### src/rtl/mmc1_pkg.sv
// Shared MMC1 definitions for the CPU write port and the downstream bank-register block.
package mmc1_pkg;

  localparam int MMC1_REG_W = 5;
  localparam int CNT_W      = 3;

  localparam logic [1:0] SEL_CTRL = 2'd0;
  localparam logic [1:0] SEL_CHR0 = 2'd1;
  localparam logic [1:0] SEL_CHR1 = 2'd2;
  localparam logic [1:0] SEL_PRG  = 2'd3;

  localparam logic [MMC1_REG_W-1:0] CTRL_RESET_MASK = 5'b01100;

  // Serial count value at which the incoming bit completes a register value.
  localparam logic [CNT_W-1:0] LAST_CNT = 3'd4;

  // One sampled CPU bus state (everything except M2).
  typedef struct packed {
    logic nromsel;
    logic rnw;
    logic a14;
    logic a13;
    logic d7;
    logic d0;
  } bus_t;

  // Bus state that can never qualify as a write; used as the capture idle value.
  localparam bus_t BUS_IDLE = '{nromsel: 1'b1, rnw: 1'b1, default: 1'b0};

  // New bits enter at the top so the first write lands in bit 0 after five shifts.
  function automatic logic [MMC1_REG_W-1:0] shift_in(
    input logic [MMC1_REG_W-1:0] sr,
    input logic                  d
  );
    return {d, sr[MMC1_REG_W-1:1]};
  endfunction

endpackage

### src/rtl/mmc1_cpu_write_port_if.sv
// CPU bus inputs and register-write outputs of the MMC1 CPU write port.
interface mmc1_cpu_write_port_if;
  import mmc1_pkg::*;

  logic                  M2;
  logic                  nROMSEL;
  logic                  CPU_RnW;
  logic                  CPU_A14;
  logic                  CPU_A13;
  logic                  CPU_D7;
  logic                  CPU_D0;

  logic                  REG_WE;
  logic [1:0]            REG_SEL;
  logic [MMC1_REG_W-1:0] REG_DATA;
  logic                  CTRL_RESET;
  logic [CNT_W-1:0]      SHIFT_CNT;

  modport master (
    output M2, nROMSEL, CPU_RnW, CPU_A14, CPU_A13, CPU_D7, CPU_D0,
    input  REG_WE, REG_SEL, REG_DATA, CTRL_RESET, SHIFT_CNT
  );

  modport slave (
    input  M2, nROMSEL, CPU_RnW, CPU_A14, CPU_A13, CPU_D7, CPU_D0,
    output REG_WE, REG_SEL, REG_DATA, CTRL_RESET, SHIFT_CNT
  );

endinterface

### src/rtl/mmc1_bus_sync.sv
// Synchronizes the asynchronous CPU bus and flags M2 falling edges that follow
// a long-enough high phase, so downstream logic is purely synchronous.
module mmc1_bus_sync
  import mmc1_pkg::*;
#(
  parameter int SYNC_STAGES = 2,
  parameter int MIN_HIGH    = 2
) (
  input  logic CLK,
  input  logic RST,
  input  logic i_m2,
  input  bus_t i_bus,
  output logic o_m2,
  output bus_t o_bus,
  output logic o_cycle_end
);

  localparam int SW = $bits(bus_t) + 1;
  localparam int HW = (MIN_HIGH < 1) ? 1 : $clog2(MIN_HIGH + 1);
  localparam logic [HW-1:0] HRUN_MAX = HW'(MIN_HIGH);

  logic [SYNC_STAGES-1:0][SW-1:0] r_sync;
  logic [HW-1:0]                  r_hrun;
  logic                           r_m2_d;
  logic                           w_m2;
  bus_t                           w_bus;

  always_ff @(posedge CLK) begin
    if (RST) begin
      r_sync <= '0;
    end else begin
      r_sync[0] <= {i_m2, i_bus};
      for (int s = 1; s < SYNC_STAGES; s++) r_sync[s] <= r_sync[s-1];
    end
  end

  assign {w_m2, w_bus} = r_sync[SYNC_STAGES-1];

  // Run length only needs to reach MIN_HIGH, so it saturates there.
  always_ff @(posedge CLK) begin
    if (RST) begin
      r_hrun <= '0;
      r_m2_d <= 1'b0;
    end else begin
      r_m2_d <= w_m2;
      if (!w_m2)                r_hrun <= '0;
      else if (r_hrun != HRUN_MAX) r_hrun <= r_hrun + 1'b1;
    end
  end

  // r_hrun still holds the finished high-run length in the cycle the fall is seen.
  assign o_cycle_end = r_m2_d & ~w_m2 & (r_hrun >= HRUN_MAX);
  assign o_m2        = w_m2;
  assign o_bus       = w_bus;

endmodule

### src/rtl/mmc1_cpu_write_port.sv
// MMC1 CPU write front end: serial 5-write load, D7 reset and RMW write filter,
// producing one-cycle register-write and control-reset strobes.
module mmc1_cpu_write_port
  import mmc1_pkg::*;
#(
  parameter int SYNC_STAGES = 2,
  parameter int MIN_HIGH    = 2
) (
  input  logic                  CLK,
  input  logic                  RST,
  mmc1_cpu_write_port_if.slave  bus
);

  logic                  w_m2_s;
  bus_t                  w_bus_raw;
  bus_t                  w_bus_s;
  logic                  w_cycle_end;

  bus_t                  r_cap;
  logic [MMC1_REG_W-1:0] r_shift;
  logic [CNT_W-1:0]      r_cnt;
  logic                  r_prev_write;
  logic                  r_reg_we;
  logic                  r_ctrl_reset;
  logic [1:0]            r_reg_sel;
  logic [MMC1_REG_W-1:0] r_reg_data;

  logic [MMC1_REG_W-1:0] w_shift_nx;
  logic [CNT_W-1:0]      w_cnt_nx;
  logic                  w_prev_nx;
  logic                  w_we_nx;
  logic                  w_cr_nx;
  logic [1:0]            w_sel_nx;
  logic [MMC1_REG_W-1:0] w_data_nx;
  logic                  w_is_write;
  logic                  w_accept;
  logic [MMC1_REG_W-1:0] w_shifted;

  assign w_bus_raw = '{nromsel: bus.nROMSEL, rnw: bus.CPU_RnW, a14: bus.CPU_A14,
                       a13: bus.CPU_A13, d7: bus.CPU_D7, d0: bus.CPU_D0};

  mmc1_bus_sync #(
    .SYNC_STAGES (SYNC_STAGES),
    .MIN_HIGH    (MIN_HIGH)
  ) u_sync (
    .CLK         (CLK),
    .RST         (RST),
    .i_m2        (bus.M2),
    .i_bus       (w_bus_raw),
    .o_m2        (w_m2_s),
    .o_bus       (w_bus_s),
    .o_cycle_end (w_cycle_end)
  );

  // Keep the latest high-phase sample; it is what the cycle end acts on.
  always_ff @(posedge CLK) begin
    if (RST)         r_cap <= BUS_IDLE;
    else if (w_m2_s) r_cap <= w_bus_s;
  end

  assign w_is_write = ~r_cap.nromsel & ~r_cap.rnw;
  assign w_accept   = w_cycle_end & w_is_write & ~r_prev_write;
  assign w_shifted  = shift_in(r_shift, r_cap.d0);

  always_comb begin
    w_shift_nx = r_shift;
    w_cnt_nx   = r_cnt;
    w_prev_nx  = r_prev_write;
    w_we_nx    = 1'b0;
    w_cr_nx    = 1'b0;
    w_sel_nx   = r_reg_sel;
    w_data_nx  = r_reg_data;
    if (w_cycle_end) w_prev_nx = w_is_write;
    if (w_accept) begin
      if (r_cap.d7) begin
        w_shift_nx = '0;
        w_cnt_nx   = '0;
        w_cr_nx    = 1'b1;
      end else if (r_cnt == LAST_CNT) begin
        w_data_nx  = w_shifted;
        w_sel_nx   = {r_cap.a14, r_cap.a13};
        w_we_nx    = 1'b1;
        w_shift_nx = '0;
        w_cnt_nx   = '0;
      end else begin
        w_shift_nx = w_shifted;
        w_cnt_nx   = r_cnt + 1'b1;
      end
    end
  end

  always_ff @(posedge CLK) begin
    if (RST) begin
      r_shift      <= '0;
      r_cnt        <= '0;
      r_prev_write <= 1'b0;
      r_reg_we     <= 1'b0;
      r_ctrl_reset <= 1'b0;
      r_reg_sel    <= '0;
      r_reg_data   <= '0;
    end else begin
      r_shift      <= w_shift_nx;
      r_cnt        <= w_cnt_nx;
      r_prev_write <= w_prev_nx;
      r_reg_we     <= w_we_nx;
      r_ctrl_reset <= w_cr_nx;
      r_reg_sel    <= w_sel_nx;
      r_reg_data   <= w_data_nx;
    end
  end

  assign bus.REG_WE     = r_reg_we;
  assign bus.CTRL_RESET = r_ctrl_reset;
  assign bus.REG_SEL    = r_reg_sel;
  assign bus.REG_DATA   = r_reg_data;
  assign bus.SHIFT_CNT  = r_cnt;

endmodule

### src/flat_wrapper.sv
// flat-port wrapper written by rule: the top's interface ports become plain ports
module mmc1_cpu_write_port_flat import mmc1_pkg::*;
#(
  parameter int SYNC_STAGES = 2,
  parameter int MIN_HIGH    = 2
)
  (CLK, RST, bus_M2, bus_nROMSEL, bus_CPU_RnW, bus_CPU_A14, bus_CPU_A13, bus_CPU_D7, bus_CPU_D0, bus_REG_WE, bus_REG_SEL, bus_REG_DATA, bus_CTRL_RESET, bus_SHIFT_CNT);
  mmc1_cpu_write_port_if bus_i ();
  input  logic CLK;
  input  logic RST;
  input wire logic [$bits(bus_i.M2)-1:0] bus_M2;
  input wire logic [$bits(bus_i.nROMSEL)-1:0] bus_nROMSEL;
  input wire logic [$bits(bus_i.CPU_RnW)-1:0] bus_CPU_RnW;
  input wire logic [$bits(bus_i.CPU_A14)-1:0] bus_CPU_A14;
  input wire logic [$bits(bus_i.CPU_A13)-1:0] bus_CPU_A13;
  input wire logic [$bits(bus_i.CPU_D7)-1:0] bus_CPU_D7;
  input wire logic [$bits(bus_i.CPU_D0)-1:0] bus_CPU_D0;
  output wire logic [$bits(bus_i.REG_WE)-1:0] bus_REG_WE;
  output wire logic [$bits(bus_i.REG_SEL)-1:0] bus_REG_SEL;
  output wire logic [$bits(bus_i.REG_DATA)-1:0] bus_REG_DATA;
  output wire logic [$bits(bus_i.CTRL_RESET)-1:0] bus_CTRL_RESET;
  output wire logic [$bits(bus_i.SHIFT_CNT)-1:0] bus_SHIFT_CNT;
  assign bus_i.M2 = bus_M2;
  assign bus_i.nROMSEL = bus_nROMSEL;
  assign bus_i.CPU_RnW = bus_CPU_RnW;
  assign bus_i.CPU_A14 = bus_CPU_A14;
  assign bus_i.CPU_A13 = bus_CPU_A13;
  assign bus_i.CPU_D7 = bus_CPU_D7;
  assign bus_i.CPU_D0 = bus_CPU_D0;
  assign bus_REG_WE = bus_i.REG_WE;
  assign bus_REG_SEL = bus_i.REG_SEL;
  assign bus_REG_DATA = bus_i.REG_DATA;
  assign bus_CTRL_RESET = bus_i.CTRL_RESET;
  assign bus_SHIFT_CNT = bus_i.SHIFT_CNT;
  mmc1_cpu_write_port #(.SYNC_STAGES(SYNC_STAGES), .MIN_HIGH(MIN_HIGH)) u_core (.CLK(CLK), .RST(RST), .bus(bus_i));
endmodule
### config.mk
export PLATFORM = sky130hd
export DESIGN_NAME = mmc1_cpu_write_port_flat
export DESIGN_NICKNAME = d
export VERILOG_FILES = /design/src/rtl/mmc1_pkg.sv /design/src/rtl/mmc1_cpu_write_port_if.sv /design/src/rtl/mmc1_bus_sync.sv /design/src/rtl/mmc1_cpu_write_port.sv /design/src/flat_wrapper.sv
export SDC_FILE = /design/constraint.sdc
export NUM_CORES = 1
export LEC_CHECK = 0
export ABC_AREA = 1
export BUFFER_PORTS_ARGS = -buffer_cell sky130_fd_sc_hd__buf_4
export CAP_MARGIN = 10
export CORE_ASPECT_RATIO = 1.1
export CORE_MARGIN = 5
export CORE_UTILIZATION = 41
export DETAILED_ROUTE_END_ITERATION = 12
export HOLD_SLACK_MARGIN = 0.08
export PLACE_DENSITY = 0.59
export REMOVE_ABC_BUFFERS = 1
export SYNTH_ARGS = -nofsm -noshare
export SYNTH_HDL_FRONTEND = slang
export SYNTH_SLANG_ARGS = --single-unit
### constraint.sdc
create_clock -name CLK -period 2 [get_ports CLK]
set_input_delay 0.1 -clock CLK [delete_from_list [all_inputs] [get_ports CLK]]
set_output_delay 0.1 -clock CLK [all_outputs]
set_load 0.01 [all_outputs]
==> flow_summary.ini, run 1 <==
[global_routing]
grt.overflow.total = 0
antenna_found_initial = 0
grt_first_pass_wirelength_um = 4490
grt_pass1_vias = 1064
grt_start_max_net_pins = 26
grt_util_all_layers_pct = 12.1

[synthesis]
ys_seq_area_share_pct = 53.7
ys_seq_elements = 40
synthAdderAreaFrac_pct = 2.52
synth_compound_area_share_pct = 3.69
yosysWarningCount = 0
synthMuxAreaShare_pct = 0
postSynthAreaPerCell_um2 = 7.84
synth_cells = 190
synth_top_family_by_area = simple AND/OR/NAND/NOR gates
netlist.area_leader.share_pct = 53.7
yosys.cell_types.count = 19
synthSimpleGateAreaFrac_pct = 29.1
synth_area_leaders = dfxtp_1, nor2_1, inv_1
synth_area_um2 = 1490
yosys.area.top_type = dfxtp_1
synth_xor_area_share_pct = 0

[routing]
drc = 0
vias_per_cell = 4.26
drt_wl_total_um = 2600
wl_per_cell_um = 9.65
drt_pass1_iterations = 4
num_vias = 1146
ant_nets = 0
drtIter0Drc = 35

[cells_and_area]
nets = 231
areaGrowthSynthToFinish_pct = 22.5
drive_above_1_share_pct = 16.0
antenna_cells = 0
fin_util_pct = 51.2
instances_no_fill = 269
final_area_um2 = 1830

[floorplanning]
io_pins = 21
die_h_um = 73.2
dieArea_um2 = 4940
die_w_um = 67.5
core_um2 = 3570
num_rows = 23
initial_core_util_pct = 41.8

[clocking]
clk_pin_slew_ns = 0.07
cts_htree_levels = 2
tritoncts = yes
cts_setup_buffers = 0
clock_latency_ns = 0.28
cts-root-buf = clkbuf_8
cts_sinks = 40
cts_max_path_buffers = 2
cts_buffers = 5

[power]
worst_ir_drop_vdd_uv = 380
power_density_nw_per_um2 = 760
p_leak_nw = 0.900

[timing]
finClkSkew_ns = 0.00517
report.final.slew_viol_count = 0
setup_violations = 0
rsz0062_at_grt = false
final-hold-violation-count = 0
period_needed_ns = 1.45
setup_ws_ns = 0.555
worstMarginPinSlew_ns = 0.692
finalCritPeriodShare_pct = 72.3
setup_tns_ns = 0
fmax_mhz = 692
relSlewSlack_pct = 53.8

[flow_run]
drv_cap = 0

[setup_path]
crit_path_start_kind = register
path_cells = inv_1, ha_1, a21oi_1, nand2_1, nand3_1, nand2_1, nor2_1
cp.required_ns = 2.23
cp_slowest_stage_delay_ns = 0.39
crit_arrival_ns = 1.67
crit_slowest_cell = a21oi_1
crit_path_frequent_cell = nand2_1
crit_path_end_kind = register
crit_type = register to register
cp_max_fo = 6

[outcome]
outcome = complete, no violations

[placement]
port_buffers = 20
place.gp.congestion = 0.805
dp.cells = 255
placed_area_um2 = 1670
dpl.hpwl_um = 1720
pre_cts_slack_ns = 0.565

[hold_path]
hold_path_class = primary input to register
-- cells by family (layout without fill, tap and decap cells) --
| logic type | count (synthesis) | after routing |
|---|---|---|
| AND/OR/NAND/NOR | 96 | 96 |
| adder cells (fa/ha/maj) | 3 | 3 |
| flip-flops | 40 | 40 |
| buffers and inverters | 40 | 69 |
| AO/OA/AOI/OAI | 11 | 11 |
-- what timing repair did --
item,CTS,global route
endpoints found under the hold margin,7,0
resized for setup,0,0
hold buffers,7,0
-- synthesized netlist by cell type --
cell	n
o21ai_0	6
buf_1	2
nand3_1	8
ha_1	3
a21oi_1	5
inv_1	33
inv_2	1
inv_4	1
nor2_4	2
nor2_1	43
nand2_1	33
nor3_2	1
nand4_1	6
dfxtp_1	40
nand4_4	1
nand2_4	1
buf_6	1
nand2_2	1
buf_2	2
-- power by group --
| part | leakage [nW] | internal (mW) | switching, mW |
|---|---|---|---|
| clock | 0.0400 | 0.236 | 0.262 |
| combinational | 0.534 | 0.0300 | 0.0342 |
| sequential | 0.326 | 0.816 | 0.00861 |
-- worst max-delay path, delay by kind of cell (launching register included) --
family / cells / cell delay (ns)
adders and majority gates: 1 / 0.21
and+or+nand+nor: 4 / 0.33
DFF: 1 / 0.38
buffers and inverters: 1 / 0.07
AOI/OAI and AO/OA: 1 / 0.39
-- final timing paths --
path	endpoint	slack, ns	cells past startpoint	start
max reg2reg	u_core.bus.SHIFT_CNT[2]$_SDFFE_PP0P_	0.55	7	u_core.bus.SHIFT_CNT[0]$_SDFFE_PP0P_
max	u_core.bus.SHIFT_CNT[2]$_SDFFE_PP0P_	0.55	7	u_core.bus.SHIFT_CNT[0]$_SDFFE_PP0P_
min	u_core.u_sync.r_sync[3]$_SDFF_PP0_	0.14	2	RST
min reg2reg	u_core.u_sync.o_bus[0]$_SDFF_PP0_	0.40	2	u_core.u_sync.r_sync[0]$_SDFF_PP0_
-- routing by layer --
| layer | track usage [%] | wire, um |
|---|---|---|
| met1 | 13.2 | 1140 |
| met2 | 20.5 | 1290 |
| met3 | 4.62 | 138 |
| met4 | 5.41 | 24 |
| met5 | 0 | 0 |
-- sequential cells by signal (all words and copies together) (netlist names), 2 cells and up --
| register | count |
|---|---|
| u_core.bus.REG_SEL | 2 |
| u_core.u_sync.r_sync | 7 |
| u_core.r_cap | 6 |
| u_core.bus.REG_DATA | 5 |
| u_core.u_sync.o_bus | 6 |
| u_core.bus.SHIFT_CNT | 3 |
| u_core.r_shift | 4 |
| u_core.u_sync.r_hrun | 2 |
-- stage by stage --
| step | hold WS (ns) | power [mW] |
|---|---|---|
| finish | 0.143 | 1.39 |
| floorplan | 0.169 | 0.871 |
| CTS | 0.141 | 1.42 |
| detailed placement | 0.306 | 0.898 |
| global route | 0.144 | 1.45 |
| global placement | 0.298 | 0.894 |
-- area by class of cell --
class / count / area (um2)
clock buffer: 5 / 68.8
sequential: 40 / 801
inverter: 35 / 134
timing repair buffer: 27 / 220
multi-input combinational: 110 / 527
tap: 50 / 62.6
fill: 355 / 1740
clock inverter: 2 / 12.5
-- cells in the final DEF, fill, tap and decap left out --
cell	count
nand4_4	1
inv_4	1
buf_4	20
nand2_4	1
clkinvlp_4	1
nor2_1	43
nand3_1	8
dfxtp_1	40
dlygate4sd3_1	7
nor3_2	1
inv_1	33
clkbuf_8	5
ha_1	3
a21oi_1	5
nor2_4	2
nand4_1	6
inv_2	1
o21ai_0	6
nand2_1	33
nand2_2	1
clkinv_2	1
No activity file was read; power rests on OpenSTA's default activity.
==> run 2: changes to the inputs <==
PLACE_DENSITY = 0.62   (was 0.59)
clock period = 1.26 ns   (was 2 ns; I/O delays follow)
==> run 2 against run 1 <==
Core utilization increased by 8.3 points. Via count increased by 8.7%. Hold slack got worse by 0.014 ns. Sequential share of layout area decreased by 6.0 points. Clock-buffer cell count unchanged. Combinational power increased by 90%. Critical path type unchanged. Clock skew increased by 0.0016 ns. The flow now finishes with violations (negative setup slack). Final cell count increased by 7.8%. Wire length increased by 14%. Sequential power increased by 59%.
==> flow_summary.ini, run 2 (synthesis gave the netlist of run 1 again) <==
[global_routing]
grt.overflow.total = 0
grt_first_pass_wirelength_um = 4950
antenna_found_initial = 0
grt_start_max_net_pins = 19
grt_util_all_layers_pct = 13.6
grt_pass1_vias = 1172

[clocking]
cts-root-buf = clkbuf_8
cts_sinks = 40
clock_latency_ns = 0.30
cts_htree_levels = 2
cts_max_path_buffers = 2
tritoncts = yes
clk_pin_slew_ns = 0.08
cts_buffers = 5

[cells_and_area]
antenna_cells = 0
fillers = 338
areaGrowthSynthToFinish_pct = 42.4
regArea_um2 = 805
regMostFlops = u_core.u_sync.r_sync
final_area_um2 = 2120
layout_commonest_cell = buf_4
drive_above_1_share_pct = 32.9
largest_register_ff_count = 7
final_cell_mix = buf_4, nor2_1, dfxtp_1, nand2_1, inv_1
multi_input_area_um2 = 641
fin_util_pct = 59.5
nets = 251

[floorplanning]
num_rows = 23
dieArea_um2 = 4940
die_h_um = 73.2
core_um2 = 3570
initial_core_util_pct = 41.8
die_w_um = 67.5
io_pins = 21

[timing]
report.final.slew_viol_count = 0
period_needed_ns = 1.33
worstMarginPinSlew_ns = 0.284
finalCritPeriodShare_pct = 106
relSlewSlack_pct = 81.0
holdWs_ns = 0.129
fmax_mhz = 751
setup_violations = 8
rsz0062_at_grt = true
final-hold-violation-count = 0
setup_ws_ns = -0.0715
finClkSkew_ns = 0.00675

[setup_path]
crit_slowest_cell = dfxtp_2
crit_arrival_ns = 1.53
cp_top_family = simple AND/OR/NAND/NOR gates
critPathBufInv = 1
crit_type = register to register
crit_path_end_kind = register
cp_slowest_stage_delay_ns = 0.33
path_cells = inv_2, ha_4, nand2_4, nor2_4, nand4_4, nor2_2, nor2_1
cp_max_fo = 8
crit_path_start_kind = register
cp.required_ns = 1.46

[power]
power_density_nw_per_um2 = 1170
power_mw = 2.49
p_leak_nw = 1.01
worst_ir_drop_vdd_uv = 871

[routing]
wl_per_cell_um = 10.2
drc = 0
ant_nets = 0
num_vias = 1246
vias_per_cell = 4.30
drt_pass1_iterations = 4
drtIter0Drc = 43
drt_wl_total_um = 2970

[hold_path]
hold_path_class = primary input to register

[placement]
dpl.hpwl_um = 1710
placed_area_um2 = 1760
place.gp.congestion = 0.788
pre_cts_slack_ns = -0.131
port_buffers = 20

[flow_run]
drv_cap = 0

[outcome]
failed_checks = negative setup slack
outcome = finished with violations
==> run 2: cell types whose count changed in the layout (fill, tap and decap cells not counted), sizes merged <==
cell    change
buf        +19
bufinv      +1
inv         +1
clkinv      -1
nand4       +1
==> run 2: final timing paths <==
path                                                           start                            endpoint  slack, ns  cells past startpoint
worst min register to register    u_core.u_sync.r_sync[1]$_SDFF_PP0_   u_core.u_sync.o_bus[1]$_SDFF_PP0_       0.40                      2
worst min-delay path                                             RST        u_core.r_cap[5]$_SDFFE_PP1P_       0.13                      3
worst max-delay path            u_core.bus.SHIFT_CNT[0]$_SDFFE_PP0P_  u_core.bus.REG_SEL[1]$_SDFFE_PP0P_      -0.07                      7
worst max register to register  u_core.bus.SHIFT_CNT[0]$_SDFFE_PP0P_  u_core.bus.REG_SEL[1]$_SDFFE_PP0P_      -0.07                      7
==> run 2: metrics by stage <==
| stage | TNS, ns | instances |
|---|---|---|
| 2_1_floorplan | -0.117 | 185 |
| 3_3_place_gp | -0.794 | 266 |
| 3_5_place_dp | -1.13 | 266 |
| 4_1_cts | -0.105 | 285 |
| 5_1_grt | -1.73 | 290 |
| 6_report | -0.387 | 290 |
==> run 2: worst register-to-register path, delay by kind of cell, from the launching register on <==
family                   cells  cell delay [ns]
flip-flops                   1             0.33
adder cells (fa/ha/maj)      1             0.15
AND/OR/NAND/NOR              5             0.69
buffers and inverters        1             0.07
==> run 2: layout make-up <==
cell class,instances,share of cell area (%)
Timing Repair Buffer,46,17.1
Clock buffer,5,3.24
Inverter,35,6.43
Clock inverter,3,2.18
Tap cell,50,2.95
Sequential cell,40,37.9
Multi-Input combinational cell,111,30.2
==> run 2: power by group <==
group	leakage (nW)	internal, mW	total (mW)	switching, mW
clock network	0.0548	0.596	1.06	0.462
logic	0.629	0.0618	0.122	0.0606
registers	0.328	1.30	1.31	0.0148
total	1.01	1.95	2.49	0.537
==> run 2: what timing repair did <==
| action | 4_1_cts | 5_1_grt |
|---|---|---|
| pin swaps | 11 | 11 |
| hold buffers | 7 | 0 |
| cloned | 1 | 0 |
| endpoints found under the setup margin | 14 | 15 |
| endpoints found under the hold margin | 7 | 0 |
| buffers inserted | 3 | 5 |
| gates resized for setup | 16 | 14 |
==> run 2: layer usage <==
layer | track usage [%] | vias up | wire length [um]
li1 | - | 672 | -
met1 | 15.0 | 543 | 1290
met2 | 22.8 | 23 | 1460
met3 | 3.70 | 8 | 138
met4 | 8.11 | 0 | 74
met5 | 0 | - | 0
==> run 3: changes to the inputs <==
ABC_AREA = unset   (was 1)
CORE_UTILIZATION = 49   (was 41)
PLACE_DENSITY = 0.72   (was 0.62)
==> run 3 against run 2 <==
The run still ends with negative setup slack left. Clock-buffer cell count rose by 1. First-iteration DRC count rose by 9.3%. Setup slack got worse by 0.16 ns. Non-clock buffer count fell by 2. Combinational power fell by 13%. Hold slack improved by 0.32 ns. Sequential cell count did not move. Via count fell by 16%. Sequential share of layout area rose by 4.6 points. Clock power fell by 44%. Critical endpoint is now u_core.bus.REG_DATA[4]$_SDFFE_PP0P_. Largest cell class unchanged. Largest power group unchanged.
==> flow_summary.ini, run 3 <==
[power]
power_mw = 1.99
switching_share_pct = 21.8
p_sw_uw = 435
internal_power_mw = 1.56
seqPwrFrac_pct = 65.2
p_leak_nw = 0.770
power_density_nw_per_um2 = 1050
worst_ir_drop_vdd_uv = 979
pwr-share-comb_pct = 5.3
clkPwrFrac_pct = 29.5

[floorplanning]
io_pins = 21
initial_core_util_pct = 51.1
dieArea_um2 = 4040
die_w_um = 61.1
die_h_um = 66.2
num_rows = 20
core_um2 = 2750

[cells_and_area]
nets = 191
largest_register_ff_count = 7
final_cell_mix = dfxtp_1, buf_4, nor2b_1, nor2_1, mux2i_1
fillers = 209
regArea_um2 = 807
fin_util_pct = 68.9
drive_above_1_share_pct = 35.8
multi_input_area_um2 = 629
regMostFlops = u_core.u_sync.r_sync
antenna_cells = 0
final_area_um2 = 1900
layout_commonest_cell = dfxtp_1
areaGrowthSynthToFinish_pct = 34.9

[placement]
port_buffers = 20
place.gp.congestion = 0.664
placed_area_um2 = 1660
dpl.hpwl_um = 1690

[clocking]
clk_pin_slew_ns = 0.11
cts_buffers = 5
cts_max_path_buffers = 2
clock_latency_ns = 0.35
cts-root-buf = clkbuf_4
cts_htree_levels = 2
cts_sinks = 40
tritoncts = yes

[routing]
drt_wl_total_um = 2730
drtIter0Drc = 47
vias_per_cell = 4.94
drc = 0
wl_per_cell_um = 12.9
num_vias = 1048
drt_pass1_iterations = 4
ant_nets = 0

[synthesis]
synth_edf_count = 0
netlist.area_leader.share_pct = 56.9
async_reset_ff_share_pct = 0
postSynthAreaPerCell_um2 = 10.5
synth_area_leaders = dfxtp_1, mux2i_1, nor2b_1
ys_seq_area_share_pct = 56.9
synth_top_cells_by_count = dfxtp_1, nor2b_1, nor2_1
yosysWarningCount = 0
post-synth-top-count-cell = dfxtp_1
ys_seq_elements = 40
synth_area_um2 = 1410
yosys.area.top_type = dfxtp_1
dominantRegCellSynth = dfxtp_1
synth_cells = 134
yosys.cell_types.count = 26

[global_routing]
antenna_found_initial = 0
grt_first_pass_wirelength_um = 4460
grt_util_all_layers_pct = 15.4
grt.overflow.total = 0
grt_pass1_vias = 1049
grt_start_max_net_pins = 39

[timing]
setup_ws_ns = -0.231
finalCritPeriodShare_pct = 118
final-hold-violation-count = 0
finClkSkew_ns = 0.0112
fmax_mhz = 671
holdWs_ns = 0.448
setup_violations = 16
rsz0062_at_grt = true
relSlewSlack_pct = 75.4
worstMarginPinSlew_ns = 0.369
report.final.slew_viol_count = 0
period_needed_ns = 1.49

[setup_path]
cp_max_fo = 5
crit_arrival_ns = 1.72
cp.required_ns = 1.49
crit_type = register to register
rr_worst_depth = 7
crit_path_end_kind = register
crit_path_start_kind = register

[outcome]
failed_checks = negative setup slack
outcome = finished with violations

[flow_run]
drv_cap = 0

[hold_path]
hold_path_class = register to register
hold_depth = 1
-- run 3: changes by cell type after synthesis, moves of 5 or more --
cell	previous run	this run
inv_1	33	4
mux2i_1	0	12
nor2_1	43	15
clkbuf_1	0	5
nand4_1	6	0
nor2b_1	0	16
o21ai_0	6	1
nand2_1	33	6
-- run 3: what timing repair did --
item	CTS	global route
endpoints found under the hold margin	8	0
gates resized for setup	15	9
hold buffers	8	0
endpoints found under the setup margin	17	17
buffers inserted	3	1
pin swaps	8	11
-- run 3: stage by stage --
step	std cells	setup TNS, ns	setup slack, ns
final	212	-3.02	-0.231
after global routing	212	-4.09	-0.303
after CTS	211	-3.16	-0.213
after detailed placement	193	-5.86	-0.453
after global placement	193	-5.00	-0.404
after floorplan	128	-3.41	-0.312
-- run 3: per-layer routing --
| layer | wire (um) | vias to the layer above | share of wire (%) | track usage (%) |
|---|---|---|---|---|
| met4 | 57 | 0 | 2.1 | 8.13 |
| met1 | 1150 | 480 | 42 | 16.2 |
| met2 | 1370 | 26 | 50 | 25.4 |
| met5 | 0 | - | 0 | 0 |
| met3 | 153 | 6 | 5.6 | 6.45 |
| li1 | - | 536 | - | - |
-- run 3: logic make-up (layout without fill, tap and decap cells) --
group | Yosys count | in the layout | share of synthesized area [%]
XOR/XNOR | 1 | 1 | 0.623
AO/OA/AOI/OAI | 13 | 13 | 5.25
AND/OR/NAND/NOR | 55 | 55 | 22.8
multiplexers | 12 | 12 | 8.54
buffers and inverters | 10 | 55 | 3.20
flip-flops | 40 | 40 | 56.9
adder cells (fa/ha/maj) | 3 | 3 | 2.67
-- run 3: worst max-delay path, cell delays in order, from the launching register on --
cell and delay, ns:
dfxtp_2 0.34, inv_2 0.07, ha_4 0.14, nand3b_1 0.14, nor4_4 0.28, buf_6 0.17, mux2i_1 0.18, nor2_1 0.05
-- run 3: worst paths after layout --
kind | to | slack [ns] | startpoint
max | u_core.bus.REG_DATA[4]$_SDFFE_PP0P_ | -0.23 | u_core.bus.SHIFT_CNT[0]$_SDFFE_PP0P_
min | u_core.u_sync.o_bus[3]$_SDFF_PP0_ | 0.45 | u_core.u_sync.r_sync[3]$_SDFF_PP0_
max reg2reg | u_core.bus.REG_DATA[4]$_SDFFE_PP0P_ | -0.23 | u_core.bus.SHIFT_CNT[0]$_SDFFE_PP0P_
min reg2reg | u_core.u_sync.o_bus[3]$_SDFF_PP0_ | 0.45 | u_core.u_sync.r_sync[3]$_SDFF_PP0_
-- run 3: area by class of cell --
cell class | instances | share of cell area (%)
clock buffers | 6 | 2.18
inverters | 4 | 0.792
clock inverters | 1 | 0.264
repair buffers | 44 | 18.9
well taps | 33 | 2.18
flip-flops and latches | 40 | 42.5
multi-input cells | 84 | 33.2
-- run 3: power groups by stage --
stage | combinational (mW) | clock [mW] | sequential [mW]
global placement | 0.0816 | 0 | 1.33
finish | 0.106 | 0.589 | 1.30
global route | 0.116 | 0.657 | 1.30
floorplan | 0.0312 | 0 | 1.33
CTS | 0.104 | 0.609 | 1.30
detailed placement | 0.0827 | 0 | 1.33
